<file path="src/rtl/decode_hazard_stage.sv">
// decode_hazard_stage: RV32I instruction decode stage with register file,
// format immediate generation, load-use / writeback hazard detection with
// bubble insertion, flush squash and downstream-stall hold.
// Optional build macro: REGFILE_BYPASS_EN forwards a same-cycle writeback
// into the register read values instead of stalling for it.
//
// Handshake: if_valid qualifies if_pc/if_instr. While stall_out is high the
// fetch side keeps if_* unchanged and nothing is consumed. stall_in high means
// execute cannot take a new ID/EX entry, so the entire ID/EX register holds.
// id_valid qualifies every other id_* output.
module decode_hazard_stage #(
  parameter int XLEN  = 32,
  parameter int NREGS = 32,
  localparam int RW   = $clog2(NREGS)
) (
  input  logic            clk,
  input  logic            rst,
  input  logic            if_valid,
  input  logic [XLEN-1:0] if_pc,
  input  logic [31:0]     if_instr,
  input  logic            stall_in,
  input  logic            flush,
  input  logic            ex_is_load,
  input  logic [RW-1:0]   ex_rd,
  input  logic            wb_we,
  input  logic [RW-1:0]   wb_rd,
  input  logic [XLEN-1:0] wb_data,
  output logic            stall_out,
  output logic            id_valid,
  output logic [XLEN-1:0] id_pc,
  output logic [6:0]      id_opcode,
  output logic [2:0]      id_funct3,
  output logic [6:0]      id_funct7,
  output logic [RW-1:0]   id_rd,
  output logic [RW-1:0]   id_rs1_idx,
  output logic [RW-1:0]   id_rs2_idx,
  output logic [XLEN-1:0] id_rs1_val,
  output logic [XLEN-1:0] id_rs2_val,
  output logic [XLEN-1:0] id_imm
);

  localparam logic [6:0] OP_IMM    = 7'b0010011;
  localparam logic [6:0] OP_LOAD   = 7'b0000011;
  localparam logic [6:0] OP_JALR   = 7'b1100111;
  localparam logic [6:0] OP_STORE  = 7'b0100011;
  localparam logic [6:0] OP_BRANCH = 7'b1100011;
  localparam logic [6:0] OP_LUI    = 7'b0110111;
  localparam logic [6:0] OP_AUIPC  = 7'b0010111;
  localparam logic [6:0] OP_JAL    = 7'b1101111;
  localparam logic [6:0] OP_REG    = 7'b0110011;

  logic [XLEN-1:0] r_regs [NREGS];

  logic            r_valid;
  logic [XLEN-1:0] r_pc;
  logic [6:0]      r_opcode;
  logic [2:0]      r_funct3;
  logic [6:0]      r_funct7;
  logic [RW-1:0]   r_rd;
  logic [RW-1:0]   r_rs1_idx;
  logic [RW-1:0]   r_rs2_idx;
  logic [XLEN-1:0] r_rs1_val;
  logic [XLEN-1:0] r_rs2_val;
  logic [XLEN-1:0] r_imm;

  logic [6:0]      w_opcode;
  logic [RW-1:0]   w_rd;
  logic [RW-1:0]   w_rs1;
  logic [RW-1:0]   w_rs2;
  logic            w_rs1_used;
  logic            w_rs2_used;
  logic [31:0]     w_imm32;
  logic [XLEN-1:0] w_imm;
  logic [XLEN-1:0] w_rs1_val;
  logic [XLEN-1:0] w_rs2_val;
  logic            w_hazard;
  logic            w_wb_hazard;

  // Field extraction; register indices are narrowed to the regfile index width.
  assign w_opcode = if_instr[6:0];
  assign w_rd     = RW'(if_instr[11:7]);
  assign w_rs1    = RW'(if_instr[19:15]);
  assign w_rs2    = RW'(if_instr[24:20]);

  // U and J formats carry no rs1; only R, S and B formats read rs2.
  assign w_rs1_used = !(w_opcode == OP_LUI || w_opcode == OP_AUIPC || w_opcode == OP_JAL);
  assign w_rs2_used = (w_opcode == OP_REG || w_opcode == OP_STORE || w_opcode == OP_BRANCH);

  // Immediate selection by instruction format; unknown opcodes give zero.
  always_comb begin
    w_imm32 = '0;
    case (w_opcode)
      OP_IMM, OP_LOAD, OP_JALR:
        w_imm32 = {{20{if_instr[31]}}, if_instr[31:20]};
      OP_STORE:
        w_imm32 = {{20{if_instr[31]}}, if_instr[31:25], if_instr[11:7]};
      OP_BRANCH:
        w_imm32 = {{19{if_instr[31]}}, if_instr[31], if_instr[7], if_instr[30:25],
                   if_instr[11:8], 1'b0};
      OP_LUI, OP_AUIPC:
        w_imm32 = {if_instr[31:12], 12'h000};
      OP_JAL:
        w_imm32 = {{11{if_instr[31]}}, if_instr[31], if_instr[19:12], if_instr[20],
                   if_instr[30:21], 1'b0};
      default:
        w_imm32 = '0;
    endcase
  end

  assign w_imm = XLEN'($signed(w_imm32));

  // Combinational register reads; x0 is hard-wired to zero.
  always_comb begin
    w_rs1_val = (w_rs1 == '0) ? '0 : r_regs[w_rs1];
    w_rs2_val = (w_rs2 == '0) ? '0 : r_regs[w_rs2];
`ifdef REGFILE_BYPASS_EN
    if (wb_we && (wb_rd != '0) && (wb_rd == w_rs1)) w_rs1_val = wb_data;
    if (wb_we && (wb_rd != '0) && (wb_rd == w_rs2)) w_rs2_val = wb_data;
`endif
  end

  assign w_hazard = if_valid && ex_is_load && (ex_rd != '0) &&
                    ((w_rs1_used && (ex_rd == w_rs1)) || (w_rs2_used && (ex_rd == w_rs2)));

`ifdef REGFILE_BYPASS_EN
  assign w_wb_hazard = 1'b0;
`else
  // Without forwarding, a read of a register being written this cycle would
  // see the stale value, so hold the instruction one cycle instead.
  assign w_wb_hazard = if_valid && wb_we && (wb_rd != '0) &&
                       ((w_rs1_used && (wb_rd == w_rs1)) || (w_rs2_used && (wb_rd == w_rs2)));
`endif

  assign stall_out = stall_in || w_hazard || w_wb_hazard;

  // Register file write port; independent of stall, flush and hazards.
  always_ff @(posedge clk) begin
    if (rst) begin
      for (int i = 0; i < NREGS; i++) r_regs[i] <= '0;
    end else if (wb_we && (wb_rd != '0)) begin
      r_regs[wb_rd] <= wb_data;
    end
  end

  // ID/EX register: reset > flush > downstream hold > bubble > load.
  always_ff @(posedge clk) begin
    if (rst) begin
      r_valid   <= 1'b0;
      r_pc      <= '0;
      r_opcode  <= '0;
      r_funct3  <= '0;
      r_funct7  <= '0;
      r_rd      <= '0;
      r_rs1_idx <= '0;
      r_rs2_idx <= '0;
      r_rs1_val <= '0;
      r_rs2_val <= '0;
      r_imm     <= '0;
    end else if (flush) begin
      r_valid <= 1'b0;
    end else if (stall_in) begin
      r_valid <= r_valid;
    end else if (w_hazard || w_wb_hazard) begin
      r_valid <= 1'b0;
    end else begin
      r_valid   <= if_valid;
      r_pc      <= if_pc;
      r_opcode  <= w_opcode;
      r_funct3  <= if_instr[14:12];
      r_funct7  <= if_instr[31:25];
      r_rd      <= w_rd;
      r_rs1_idx <= w_rs1;
      r_rs2_idx <= w_rs2;
      r_rs1_val <= w_rs1_val;
      r_rs2_val <= w_rs2_val;
      r_imm     <= w_imm;
    end
  end

  assign id_valid   = r_valid;
  assign id_pc      = r_pc;
  assign id_opcode  = r_opcode;
  assign id_funct3  = r_funct3;
  assign id_funct7  = r_funct7;
  assign id_rd      = r_rd;
  assign id_rs1_idx = r_rs1_idx;
  assign id_rs2_idx = r_rs2_idx;
  assign id_rs1_val = r_rs1_val;
  assign id_rs2_val = r_rs2_val;
  assign id_imm     = r_imm;

endmodule

</file>
<file path="config.mk">
export PLATFORM = sky130hd
export DESIGN_NAME = decode_hazard_stage
export DESIGN_NICKNAME = d
export VERILOG_FILES = /design/src/rtl/decode_hazard_stage.sv
export SDC_FILE = /design/constraint.sdc
export NUM_CORES = 2
export LEC_CHECK = 0
export ABC_AREA = 1
export BUFFER_PORTS_ARGS = -buffer_cell sky130_fd_sc_hd__buf_2
export CAP_MARGIN = 20
export CORE_UTILIZATION = 45
export CTS_CLUSTER_DIAMETER = 60
export DETAILED_ROUTE_END_ITERATION = 8
export HOLD_SLACK_MARGIN = 0.08
export SETUP_SLACK_MARGIN = 0.3
export SLEW_MARGIN = 30
export SYNTH_ARGS = -nofsm -noshare
export SYNTH_HDL_FRONTEND = slang
export SYNTH_SLANG_ARGS = --single-unit
</file>
<file path="constraint.sdc">
create_clock -name clk -period 2.7 [get_ports clk]
set_input_delay 0.27 -clock clk [delete_from_list [all_inputs] [get_ports clk]]
set_output_delay 0.27 -clock clk [all_outputs]
set_load 0.005 [all_outputs]
</file>
==> reports/qor.txt <==
Worst-path clk slew = 0.06 ns
crit path capture type = output pin
Synth cell types = 30
critical setup path kind = input port to output pin
reg2reg start = r_regs[18][14]
crit path time final = 2.306 ns
Residual DRC = 0
Inserted Clock Buffers = 141
CP required = 2.43 ns
Finished Layout Cells = 10465
GRT Total Usage = 0.3477
Routed WL = 250700 um
CTS sink cnt = 1185
antenna viol nets, final = 0
largest area contributor in the netlist = edfxtp_1
synth cell count leaders = 2587 x nand2_1, 1622 x nor2_1, 1170 x nand3_1
hold path start = wb_data[2]
chip height = 376.8 um
Core ar. = 139400 um2
outcome = completed
final net count = 8587
Synth Register Bits = 1185
Seq/Total Area, Yosys = 0.5375
Area Growth Syn to Fin = 18.95%
VDD IR max = 0.6641 mV
Cells after DPL = 10126
first-pass GRT wire length = 367000 um
FF+latch area = 33970 um2
Design Area, Final = 75180 um2
share of cells above drive strength 1 = 0.1195
syn_area_per_cell = 7.758 um2
# diodes = 0
boundary pin count = 275
Power Dens Cells = 633.2 nW/um2
largest net degree at the start of global routing = 76
final-layout fill cell count = 12869
WL/cell = 23.96 um
dpl hpwl = 162000 um
die area = 142000 um2
total grt overflow = 0
Yosys top cell area share = 0.4865
Avg Vias per Cell = 5.789
final setup fails = 0
Max-Cap Viols = 0
yosys synthesis warning count = 0
P_leak = 32.29 nW
TNS Setup = 0 ns
port bufs = 274
Crit. Startpoint = if_instr[5]
drt initial violations = 8695
RSZ-0062 raised after global routing = false
Util after Layout = 0.5395
global placement routability congestion = 0.9213
area occupied by multi-input gates = 25340 um2
Max Slew Vio Count = 0
Worst-Skew Late Latency = 0.80 ns
CP arrival = 2.04 ns
Least-Margin Pin Slew = 0.7268 ns
crit share post-route = 0.8542
Placed Area = 69710 um2
Startpoint Class = input port
Initial Util = 0.4535
Max Clk Rate = 433.6 MHz
worst hold path type = input port to flop
Post-synth top flop = edfxtp_1
Cell Area, Synth = 63200 um2
initial antenna violation count = 7
Post-synth ARST share = 0
Clock Skews = 0.02705 ns
Worst Hold Slack = 0.1134 ns
Root Driver = clkbuf_16
number of global-route vias before repair = 57202
CTS Buffer Depth = 3
dominant cells by area after synthesis = edfxtp_1 49%, nand2_1 15%, nor2_1 9.6%, nand3_1 9.3%, dfxtp_1 5.1%
Post-synth EDFFs = 1024
final hold violations = 0
H-tree Lvls = 4
1st-pass router iterations = 7
Die W = 376.8 um
placement row count = 137
CTS tree = yes
CP Max Fanout = 4
top-count cell post-synth = nand2_1
via count = 60584
worst slew margin relative to its limit = 0.5118
Mapped Cells = 8147
==> what timing repair did <==
item | in CTS | in global routing
setup endpoints to repair | 0 | 1
endpoints found under the hold margin | 388 | 0
hold buffers | 80 | 0
buffers inserted | 0 | 1
gates resized for setup | 0 | 7
==> worst max-delay path: stages <==
cell           delay, ns
dlygate4sd3_1       0.55
buf_2               0.15
nand2_2             0.07
nor2_2              0.14
nand2_2             0.09
nand2_2             0.11
inv_2               0.07
nand2_1             0.06
nand2_1             0.06
nand2_2             0.09
nand2_2             0.07
nor2_4              0.14
inv_1               0.05
buf_2               0.12
==> through the flow <==
| stage | setup WS (ns) | total power [mW] |
|---|---|---|
| 2_1_floorplan | 0.4336 | 25.23 |
| 3_3_place_gp | -0.1685 | 28.28 |
| 3_5_place_dp | -0.08071 | 28.37 |
| 4_1_cts | 0.3187 | 47.59 |
| 5_1_grt | 0.3026 | 48.99 |
| 6_report | 0.3938 | 47.61 |
==> cell usage in the layout, fill, tap and decap left out, types with 2 or more instances in the layout <==
cell type         n
a211oi_1          2
a21oi_1         112
a31oi_1          66
buf_12          142
buf_2           266
buf_4           356
buf_8             4
bufinv_16        12
clkbuf_1         33
clkbuf_16       149
clkbuf_8         11
clkinv_1         30
clkinv_2         13
clkinv_4          2
clkinvlp_4        3
conb_1           32
dfxtp_1         161
dlygate4sd3_1    80
edfxtp_1       1024
inv_1           285
inv_2             4
inv_4             2
inv_6             4
inv_8             6
nand2_1        2552
nand2_2          36
nand3_1        1165
nand3_2           5
nand4_1           5
nor2_1         1617
nor2_2            2
nor2_4            5
nor3_1           12
o211ai_1        117
o21a_1            3
o21ai_0         232
o21ai_1          19
o22ai_1           3
xnor2_1           8
xor2_1            4
==> logic make-up (layout without fill, tap and decap cells) <==
family | after synthesis | count (layout) | synth area share
compound gates | 555 | 555 | 0.05018
xor+xnor | 12 | 12 | 0.001663
flops | 1185 | 1185 | 0.5375
simple gates | 5401 | 5401 | 0.3447
other cells | 1 | 32 | 0.00005933
buf+inv | 993 | 1404 | 0.06588
==> registers in the layout, indices dropped and copies added (netlist names), 7 cells and up <==
name,flops
id_opcode,7
id_pc,32
id_rs2_val,32
id_rs1_val,32
id_funct7,7
r_regs,1024
id_imm,32
==> final cells by class <==
cell class                 instances  area share
clock inverter                    65    0.008521
clock buffer                     193     0.05325
inverter                         297     0.01539
sequential                      1185      0.4519
timing repair buffer             849      0.1027
multi-input combinational       6000      0.3371
tap                             1876     0.03122
==> final timing paths <==
| kind | end | slack, ns | cells after the start |
|---|---|---|---|
| worst max-delay path | stall_out | 0.39 | 14 |
| worst min-delay path | r_regs[1][2] | 0.11 | 4 |
| worst max register to register | id_rs1_val[14] | 0.59 | 9 |
| worst min register to register | id_imm[9] | 0.50 | 4 |
==> power by group <==
| part | internal, mW | switching (mW) |
|---|---|---|
| Combinational | 2.17 | 4.62 |
| Clock | 11.5 | 7.80 |
| Sequential | 20.9 | 0.579 |
==> metal layers <==
layer,up-vias,part of all wire,global-route usage
met5,-,0.00014,0
met4,6,0.066,0.2126
met3,728,0.11,0.05465
met2,3946,0.45,0.5425
met1,28623,0.38,0.4546
li1,27281,-,-
(Power assumes the default switching activity.)
